--- config.mk ---
export PLATFORM = sky130hd
export DESIGN_NAME = unified_mem_arbiter
export DESIGN_NICKNAME = d
export VERILOG_FILES = /design/src/rtl/mem_arb_pkg.sv /design/src/rtl/mem_arb_watchdog.sv /design/src/rtl/unified_mem_arbiter.sv
export SDC_FILE = /design/constraint.sdc
export NUM_CORES = 1
export LEC_CHECK = 0
export ABC_CLOCK_PERIOD_IN_PS = 6740
export CAP_MARGIN = 25
export CORE_AREA = 2 2 156 158
export CTS_BUF_LIST = sky130_fd_sc_hd__clkbuf_2 sky130_fd_sc_hd__clkbuf_4 sky130_fd_sc_hd__clkbuf_8
export DETAILED_ROUTE_END_ITERATION = 10
export DIE_AREA = 0 0 158 160
export PLACE_DENSITY = 0.59
export SETUP_SLACK_MARGIN = 0.4
export SLEW_MARGIN = 20
export SYNTH_ARGS = -nofsm -noshare
export SYNTH_HDL_FRONTEND = slang
export SYNTH_SLANG_ARGS = --single-unit
--- constraint.sdc ---
create_clock -name clk_i -period 6.74 [get_ports clk_i]
set_input_delay 1.348 -clock clk_i [delete_from_list [all_inputs] [get_ports clk_i]]
set_output_delay 1.348 -clock clk_i [all_outputs]
set_load 0.01 [all_outputs]
--- src/rtl/mem_arb_pkg.sv ---
// ============================================================================
//  mem_arb_pkg
//  Shared types and constants for the unified memory arbiter.
//  Revision: 1.0
// ============================================================================
`default_nettype none

package mem_arb_pkg;

   typedef enum logic [1:0] {
      IDLE    = 2'd0,
      IF_BUSY = 2'd1,
      D_BUSY  = 2'd2
   } state_t;

   localparam logic GNT_FETCH = 1'b0;
   localparam logic GNT_DATA  = 1'b1;

   localparam int WD_W = 10;

endpackage

`default_nettype wire

--- src/rtl/mem_arb_watchdog.sv ---
// ============================================================================
//  mem_arb_watchdog
//  Busy-cycle counter that flags a hung memory transaction.
//  Revision: 1.0
// ============================================================================
`default_nettype none

module mem_arb_watchdog
   import mem_arb_pkg::*;
#(
   parameter int TIMEOUT_CYC = 255
) (
   input  logic clk,
   input  logic rst,
   input  logic i_clr,
   input  logic i_en,
   output logic o_timeout
);

   localparam logic [WD_W-1:0] c_last = WD_W'(TIMEOUT_CYC - 1);

   logic [WD_W-1:0] r_cnt;

   always_ff @(posedge clk or posedge rst) begin
      if (rst) begin
         r_cnt <= '0;
      end else if (i_clr) begin
         r_cnt <= '0;
      end else if (i_en) begin
         r_cnt <= r_cnt + 1'b1;
      end
   end

   // Fires on the busy cycle whose increment makes the count reach TIMEOUT_CYC.
   assign o_timeout = i_en && (r_cnt == c_last);

endmodule

`default_nettype wire

--- src/rtl/unified_mem_arbiter.sv ---
// ============================================================================
//  unified_mem_arbiter
//  Fetch/data arbiter for a single-port unified memory with a hang watchdog.
//  Optional: define MEM_ARB_FAIR_EN for round-robin conflict resolution.
//  Revision: 1.0
// ============================================================================
`default_nettype none

module unified_mem_arbiter
   import mem_arb_pkg::*;
#(
   parameter int ADDR_W      = 32,
   parameter int DATA_W      = 32,
   parameter int TIMEOUT_CYC = 255
) (
   input  logic              clk_i,
   input  logic              rst_i,
   input  logic              if_req_i,
   input  logic [ADDR_W-1:0] if_addr_i,
   output logic [DATA_W-1:0] if_rdata_o,
   output logic              if_ack_o,
   input  logic              d_req_i,
   input  logic              d_we_i,
   input  logic [ADDR_W-1:0] d_addr_i,
   input  logic [DATA_W-1:0] d_wdata_i,
   output logic [DATA_W-1:0] d_rdata_o,
   output logic              d_ack_o,
   output logic              mem_req_o,
   output logic              mem_we_o,
   output logic [ADDR_W-1:0] mem_addr_o,
   output logic [DATA_W-1:0] mem_wdata_o,
   input  logic [DATA_W-1:0] mem_rdata_i,
   input  logic              mem_ack_i,
   output logic              busy_o,
   output logic              err_o
);

   state_t r_state;
   state_t w_state_nxt;

   logic              r_if_ack;
   logic              r_d_ack;
   logic [DATA_W-1:0] r_if_rdata;
   logic [DATA_W-1:0] r_d_rdata;
   logic              r_mem_req;
   logic              r_mem_we;
   logic [ADDR_W-1:0] r_mem_addr;
   logic [DATA_W-1:0] r_mem_wdata;
   logic              r_err;

   logic w_if_elig;
   logic w_d_elig;
   logic w_any_ack;
   logic w_grant;
   logic w_winner;
   logic w_conflict_pick;
   logic w_busy;
   logic w_done;
   logic w_abort;
   logic w_timeout;
   logic w_wd_en;

   assign w_any_ack = r_if_ack | r_d_ack;
   assign w_if_elig = if_req_i & ~r_if_ack;
   assign w_d_elig  = d_req_i & ~r_d_ack;
   assign w_busy    = (r_state != IDLE);
   assign w_wd_en   = w_busy & ~mem_ack_i;
   assign w_done    = w_busy & mem_ack_i;
   assign w_abort   = w_timeout & ~mem_ack_i;

`ifdef MEM_ARB_FAIR_EN
   logic r_last_served;

   assign w_conflict_pick = ~r_last_served;

   always_ff @(posedge clk_i or posedge rst_i) begin
      if (rst_i) begin
         r_last_served <= GNT_FETCH;
      end else if (w_grant) begin
         r_last_served <= w_winner;
      end
   end
`else
   assign w_conflict_pick = GNT_DATA;
`endif

   // No grant while an ack is out, so a requester still holding its request
   // through the ack cycle is compared fairly against the other next cycle.
   always_comb begin
      w_state_nxt = r_state;
      w_grant     = 1'b0;
      w_winner    = GNT_DATA;
      case (r_state)
         IDLE: begin
            if (!w_any_ack && (w_if_elig || w_d_elig)) begin
               w_grant = 1'b1;
               if (w_if_elig && w_d_elig) begin
                  w_winner = w_conflict_pick;
               end else begin
                  w_winner = w_d_elig ? GNT_DATA : GNT_FETCH;
               end
               w_state_nxt = (w_winner == GNT_DATA) ? D_BUSY : IF_BUSY;
            end
         end
         IF_BUSY, D_BUSY: begin
            if (mem_ack_i || w_timeout) begin
               w_state_nxt = IDLE;
            end
         end
         default: w_state_nxt = IDLE;
      endcase
   end

   always_ff @(posedge clk_i or posedge rst_i) begin
      if (rst_i) begin
         r_state <= IDLE;
      end else begin
         r_state <= w_state_nxt;
      end
   end

   always_ff @(posedge clk_i or posedge rst_i) begin
      if (rst_i) begin
         r_if_ack    <= 1'b0;
         r_d_ack     <= 1'b0;
         r_if_rdata  <= '0;
         r_d_rdata   <= '0;
         r_mem_req   <= 1'b0;
         r_mem_we    <= 1'b0;
         r_mem_addr  <= '0;
         r_mem_wdata <= '0;
         r_err       <= 1'b0;
      end else begin
         r_if_ack <= 1'b0;
         r_d_ack  <= 1'b0;
         if (w_grant) begin
            r_mem_req <= 1'b1;
            if (w_winner == GNT_DATA) begin
               r_mem_we    <= d_we_i;
               r_mem_addr  <= d_addr_i;
               r_mem_wdata <= d_wdata_i;
            end else begin
               r_mem_we    <= 1'b0;
               r_mem_addr  <= if_addr_i;
               r_mem_wdata <= '0;
            end
         end else if (w_done || w_abort) begin
            r_mem_req <= 1'b0;
            if (r_state == IF_BUSY) begin
               r_if_ack   <= 1'b1;
               r_if_rdata <= w_done ? mem_rdata_i : '0;
            end else begin
               r_d_ack   <= 1'b1;
               r_d_rdata <= (w_done && !r_mem_we) ? mem_rdata_i : '0;
            end
            if (w_abort) begin
               r_err <= 1'b1;
            end
         end
      end
   end

   mem_arb_watchdog #(
      .TIMEOUT_CYC (TIMEOUT_CYC)
   ) u_watchdog (
      .clk       (clk_i),
      .rst       (rst_i),
      .i_clr     (w_grant),
      .i_en      (w_wd_en),
      .o_timeout (w_timeout)
   );

   assign if_ack_o    = r_if_ack;
   assign d_ack_o     = r_d_ack;
   assign if_rdata_o  = r_if_rdata;
   assign d_rdata_o   = r_d_rdata;
   assign mem_req_o   = r_mem_req;
   assign mem_we_o    = r_mem_we;
   assign mem_addr_o  = r_mem_addr;
   assign mem_wdata_o = r_mem_wdata;
   assign busy_o      = w_busy;
   assign err_o       = r_err;

endmodule

`default_nettype wire

## After elaboration in Yosys (flattened, before gate mapping)

Cells that the tools add are included.

| storage, ports and cells | value |
|---|---|
| output and inout bits | 134 |
| bits of input ports | 134 |
| logic and storage cells | 73 |
| bits in registers | 145 |

| cells by class | value |
|---|---|
| equal/unequal tests | 5 |
| reductions and logical operators | 18 |
| bitwise logic cells | 11 |
| add/sub/neg operators | 1 |
| multiplexer cells | 27 |

Operators by type and width:

| cell | number |
|---|---|
| 32-bit two-way mux | 4 |
| 10-bit two-way mux | 2 |
| 1-bit two-way mux | 17 |
| 10-bit by 1-bit adder with 10-bit output, second input constant | 1 |
| 10-bit by 8-bit equality test with 1-bit output, second input constant | 1 |
| 3-bit AND reduction | 3 |
| 2-bit two-way mux | 3 |
| 2-bit nonzero test | 3 |
| 1-bit AND | 5 |
| 1-bit inverter | 5 |
| 1-bit logical AND | 4 |
| 2-bit inequality test, second input constant | 2 |
| 2-bit one-hot mux with 2 select lines | 1 |
| 1-bit logical OR | 3 |
| 2-bit by 1-bit equality test with 1-bit output, second input constant | 1 |
| 2-bit equality test, second input constant | 1 |
| 1-bit zero test | 2 |
| 2-bit zero test | 1 |
| 2-bit AND reduction | 1 |
| 2-bit OR reduction | 1 |
| 1-bit bitwise OR | 1 |

## Longest topological paths before layout

| depth | value |
|---|---|
| word-level depth | 9 |
| mapped depth | 9 |
| depth with buffers taken out | 6 |

## Hierarchy

From an unflattened synthesis, not the netlist that was laid out.

| second synthesis, totals | value |
|---|---|
| cells, all modules | 576 |
| area, all modules | 6,139.6 µm² |

Modules (own cells, without submodules):

| module | area an instance (µm²) | cells an instance | times used | seq. area each (µm²) |
|---|---|---|---|---|
| unified_mem_arbiter | 5,617.9 | 523 | 1 | 3,378.2 |
| mem_arb_watchdog | 521.8 | 53 | 1 | 250.2 |

## Least setup slack after synthesis

OpenSTA, ideal clock, no wires.

| path | value |
|---|---|
| kind | input port to flip-flop |
| start | input port d_req_i |
| end | register r_mem_wdata[10], in the netlist mem_wdata_o[10] |
| arrival time | 2.419 ns |
| slack | 4.255 ns |
| stages | 6 |
| buffers on the path | 3 |
| data required time | 6.674 ns |
| setup time | 0.066 ns |
| path through | nor2b_1 > clkbuf_1 > buf_1 > clkbuf_1 > nand3_1 > nand2_1 |

| on the way | value |
|---|---|
| longest elaborated chain between the ends | 8 |
| elaborated cells on any way between the ends | 13 |
| classes of those cells | mux (9); bitwise (1); reduce/logical (3) |

Ends and longest elaborated chain:

| what | RTL line | RTL |
|---|---|---|
| from (decl) | unified_mem_arbiter.sv:22 | `input logic d_req_i,` |
| 1-bit AND (*) | unified_mem_arbiter.sv:65 | `assign w_d_elig = d_req_i & ~r_d_ack;` |
| 1-bit two-way mux or 1-bit logical AND (tied branches) | unified_mem_arbiter.sv:100, unified_mem_arbiter.sv:97 |  |
| 1-bit two-way mux | unified_mem_arbiter.sv:97 | `if (w_if_elig && w_d_elig) begin` |
| 1-bit two-way mux | unified_mem_arbiter.sv:95 | `if (!w_any_ack && (w_if_elig \|\| w_d_elig)) begin` |
| 1-bit two-way mux | unified_mem_arbiter.sv:93 | `case (r_state)` |
| 1-bit two-way mux | unified_mem_arbiter.sv:95 |  |
| 1-bit two-way mux | unified_mem_arbiter.sv:93 |  |
| 32-bit two-way mux | unified_mem_arbiter.sv:138 | `if (w_winner == GNT_DATA) begin` |
| to (signal assigned) | unified_mem_arbiter.sv:141 | `r_mem_wdata <= d_wdata_i;` |
| to (decl) | unified_mem_arbiter.sv:48 | `logic [DATA_W-1:0] r_mem_wdata;` |

Every way passes the cells marked *; elsewhere a longest branch is shown, timed or not. The select of a mux whose other input is x is not followed.
A chain may end at the register's enable or synchronous reset.

## Worst setup path in the final report

| path | value |
|---|---|
| start | register r_state[0] |
| end | output port busy_o |

| on the way | value |
|---|---|
| longest elaborated chain between the ends | 1 |

Ends and longest elaborated chain:

| what | RTL line | RTL |
|---|---|---|
| from (decl) | unified_mem_arbiter.sv:38 | `state_t r_state;` |
| from (signal assigned) | unified_mem_arbiter.sv:118 | `r_state <= w_state_nxt;` |
| 2-bit nonzero test | unified_mem_arbiter.sv:66 | `assign w_busy = (r_state != IDLE);` |
| to (decl) | unified_mem_arbiter.sv:34 | `output logic busy_o,` |

No other way between the ends.

==> run_results.csv <==
group,metric,value,unit
status,status,"finished, final reports clean",
critical_path,path_class,"reg -> out",
critical_path,crit_path_cell_trace,"inv_1 -> ha_1 -> inv_2 -> clkdlybuf4s50_1",
place,io_buffer_count,267,
cts,clkTransAtPathRegs,0.09,ns
detailed_routing,drcViolationCount,0,
place,place_congestion,0.704,
place,dpl_cell_area,0.00882,mm2
floorplanning,start_util,24.4,%
global_route,grt_usage,14.2,%
sta,worstMarginPinSlew,0.881,ns
global_route,grt-ovfl-total,0,
pwr,p_leak,0.00413,uW
detailed_routing,routed_wl,18.0,mm
critical_path,critical_path.startpoint_type,"flip-flop",
yosys,yosysWarnings,0,
cts,root_buffer,"clkbuf_8",
critical_path,arrival,1.98,ns
yosys,yosysSeqAreaShare,62.4,%
flow_run,max-cap-violations,0,
detailed_routing,firstDrtPassIters,4,
floorplanning,die_w,158,um
finish,multi_input_area,0.00202,mm2
global_route,grt_first_pass_wirelength,27.8,mm
yosys,async_flop_share,100,%
pwr,power.density,408,mW/mm2
sta,whs,0.471,ns
sta,setup_tns,0,ns
floorplanning,die_y,160,um
global_route,antenna_found_initial,1,
finish,finalInstanceArea,0.00922,mm2
yosys,synth_area,0.00582,mm2
sta,finalMaxSlewViolations,0,
sta,period_minus_slack,3.33,ns
cts,numCtsBuffers,17,
yosys,syn_inst,513,
critical_path,worstPathMaxFanout,8,
detailed_routing,wire_per_inst,16.2,um
cts,clock-sinks,145,
finish,drive_above_1_share,6.38,%
sta,relSlewSlack,41.2,%
sta,period_share,49.4,%
place,numPlacedInstances,1075,
cts,postCtsHoldBufs,0,
critical_path,critPathSlowestCell,"clkdlybuf4s50_1",
global_route,grt_max_degree,98,
detailed_routing,drt_iter0_drc,291,
detailed_routing,ant_nets,0,
floorplanning,row_count,57,
cts,cts_resized,0,
cts,cts_setup_buffers,0,
floorplanning,io_pins,268,
pwr,peakVddDrop,0.173,mV
global_route,grt_pass1_vias,4953,
yosys,synthDistinctLibCells,33,
detailed_routing,vias,4804,
min_path,hold_class,"reg -> reg",
floorplanning,dieArea,0.0253,mm2
critical_path,cp-end-kind,"primary output",
sta,max_freq,301,MHz
yosys,synth_fp_nets,651,
critical_path,cp.required,5.39,ns
finish,final-seq-area,0.00363,mm2
cts,htree_levels,4,
place,dp_hpwl,12.1,mm
sta,finClkSkew,0.0150,ns
yosys,synth_edf_count,0,
finish,final_util,38.7,%
cts,insertion_delay,0.44,ns
sta,rsz0062_at_grt,"no",
finish,nets,909,
yosys,synth_flop_cell,"dfrtp_1",
yosys,synth.avg_cell_area,11.3,um2
finish,area_delta_synth_final,58.4,%
detailed_routing,avgViaCountPerCell,4.33,
sta,setup_viol,0,
cts,cts_buffer_depth,2,
finish,instances_no_fill,1109,
critical_path,critPathMaxStageDelay,0.62,ns
finish,fillers,2376,
cts,cts_tree,"done",
floorplanning,fp.coreArea,0.0238,mm2
sta,hold_violations,0,
yosys,ys_ff_latch,145,
-- registers in the layout, summed over array words and instances, names as in the netlist --
register / flops
err_o: 1
if_rdata_o: 32
mem_wdata_o: 32
if_ack_o: 1
d_rdata_o: 32
r_state: 2
u_watchdog.r_cnt: 10
mem_we_o: 1
mem_req_o: 1
d_ack_o: 1
mem_addr_o: 32
-- path summary, 6_finish.rpt --
kind / from / endpoint / slack, ns / cells after the start
max reg2reg: r_state[1] / mem_addr_o[24] / 3.92 / 7
min reg2reg: mem_wdata_o[2] / mem_wdata_o[2] / 0.47 / 2
max in group asynchronous: rst_i / mem_addr_o[27] / 4.05 / 3
min in group asynchronous: rst_i / if_rdata_o[23] / 1.48 / 2
min: mem_wdata_o[2] / mem_wdata_o[2] / 0.47 / 2
max: r_state[0] / busy_o / 3.41 / 4
-- cell families (layout without fill, tap and decap cells) --
group	after synthesis	in the layout	share of synthesized area, %
AO/OA/AOI/OAI	105	105	13.4
XOR/XNOR	7	7	1.05
adder cells (fa/ha/maj)	4	4	0.860
buffers and inverters	45	316	3.31
flip-flops	145	145	62.4
multiplexers	34	34	5.85
other	0	1	0
AND/OR/NAND/NOR	173	173	13.2
-- stage by stage --
step	total power, uW	worst slack [ns]
6_report	3760	3.41
5_1_grt	4030	3.17
4_1_cts	3820	3.35
3_5_place_dp	3140	2.96
3_3_place_gp	3130	2.98
2_1_floorplan	2190	1.50
-- layout by cell type, fill, tap and decap left out, types with 2 or more instances in the layout --
master and instances:
inv_6 7, o2bb2ai_1 2, clkinvlp_4 4, clkdlybuf4s50_1 267, nand3_1 36, o21ai_0 36, dfrtp_1 145, nand4_1 2
nor2b_1 3, xor2_1 3, xnor2_1 4, mux2i_1 34, nand2_1 104, nor3_1 4, ha_1 4, inv_1 7
buf_4 7, a22o_1 64, nor2_1 10, or2_2 2, nor4_1 2, clkbuf_8 19
-- Yosys cell counts (2+ instances only) --
cell type | n | area, um2
a22o_1 | 64 | 561
buf_1 | 2 | 7.51
buf_2 | 7 | 35.0
buf_6 | 2 | 22.5
clkbuf_1 | 25 | 93.8
dfrtp_1 | 145 | 3630
ha_1 | 4 | 50.1
inv_1 | 8 | 30.0
mux2i_1 | 34 | 340
nand2_1 | 104 | 390
nand3_1 | 36 | 180
nand4_1 | 2 | 12.5
nor2_1 | 10 | 37.5
nor2b_1 | 4 | 25.0
nor3_1 | 4 | 20.0
nor4_1 | 3 | 18.8
o21ai_0 | 36 | 180
o2bb2ai_1 | 2 | 17.5
or2_2 | 2 | 12.5
xnor2_1 | 4 | 35.0
xor2_1 | 3 | 26.3
-- power by group --
group / leakage, uW / switching (uW) / internal [uW]
clock network: 0.000177 / 363 / 285
registers: 0.00185 / 199 / 1210
logic: 0.00210 / 778 / 919
total: 0.00413 / 1340 / 2420
-- cell type report --
type	count	area share, %
Antenna cell	1	0.0272
Clock buffer	20	2.92
Clock inverter	12	1.05
Inverter	9	0.421
Multi-Input combinational cell	323	21.9
Sequential cell	145	39.4
Tap cell	324	4.40
Timing Repair Buffer	275	29.9
-- worst max-delay path, delay by kind of cell (launching register included) --
kind	cells	cell delay (ns)
buffers and inverters	3	0.85
flip-flops	1	0.40
adder cells (fa/ha/maj)	1	0.30
-- per-layer routing --
layer  vias up  routed length (um)  track usage, %
met3        13                1430            5.35
li1       2313                   -               -
met1      2319                8160            18.8
met5         -                   0               0
met4         0                 212            3.64
met2       159                8150            21.9
No activity file was read; power rests on OpenSTA's default activity.
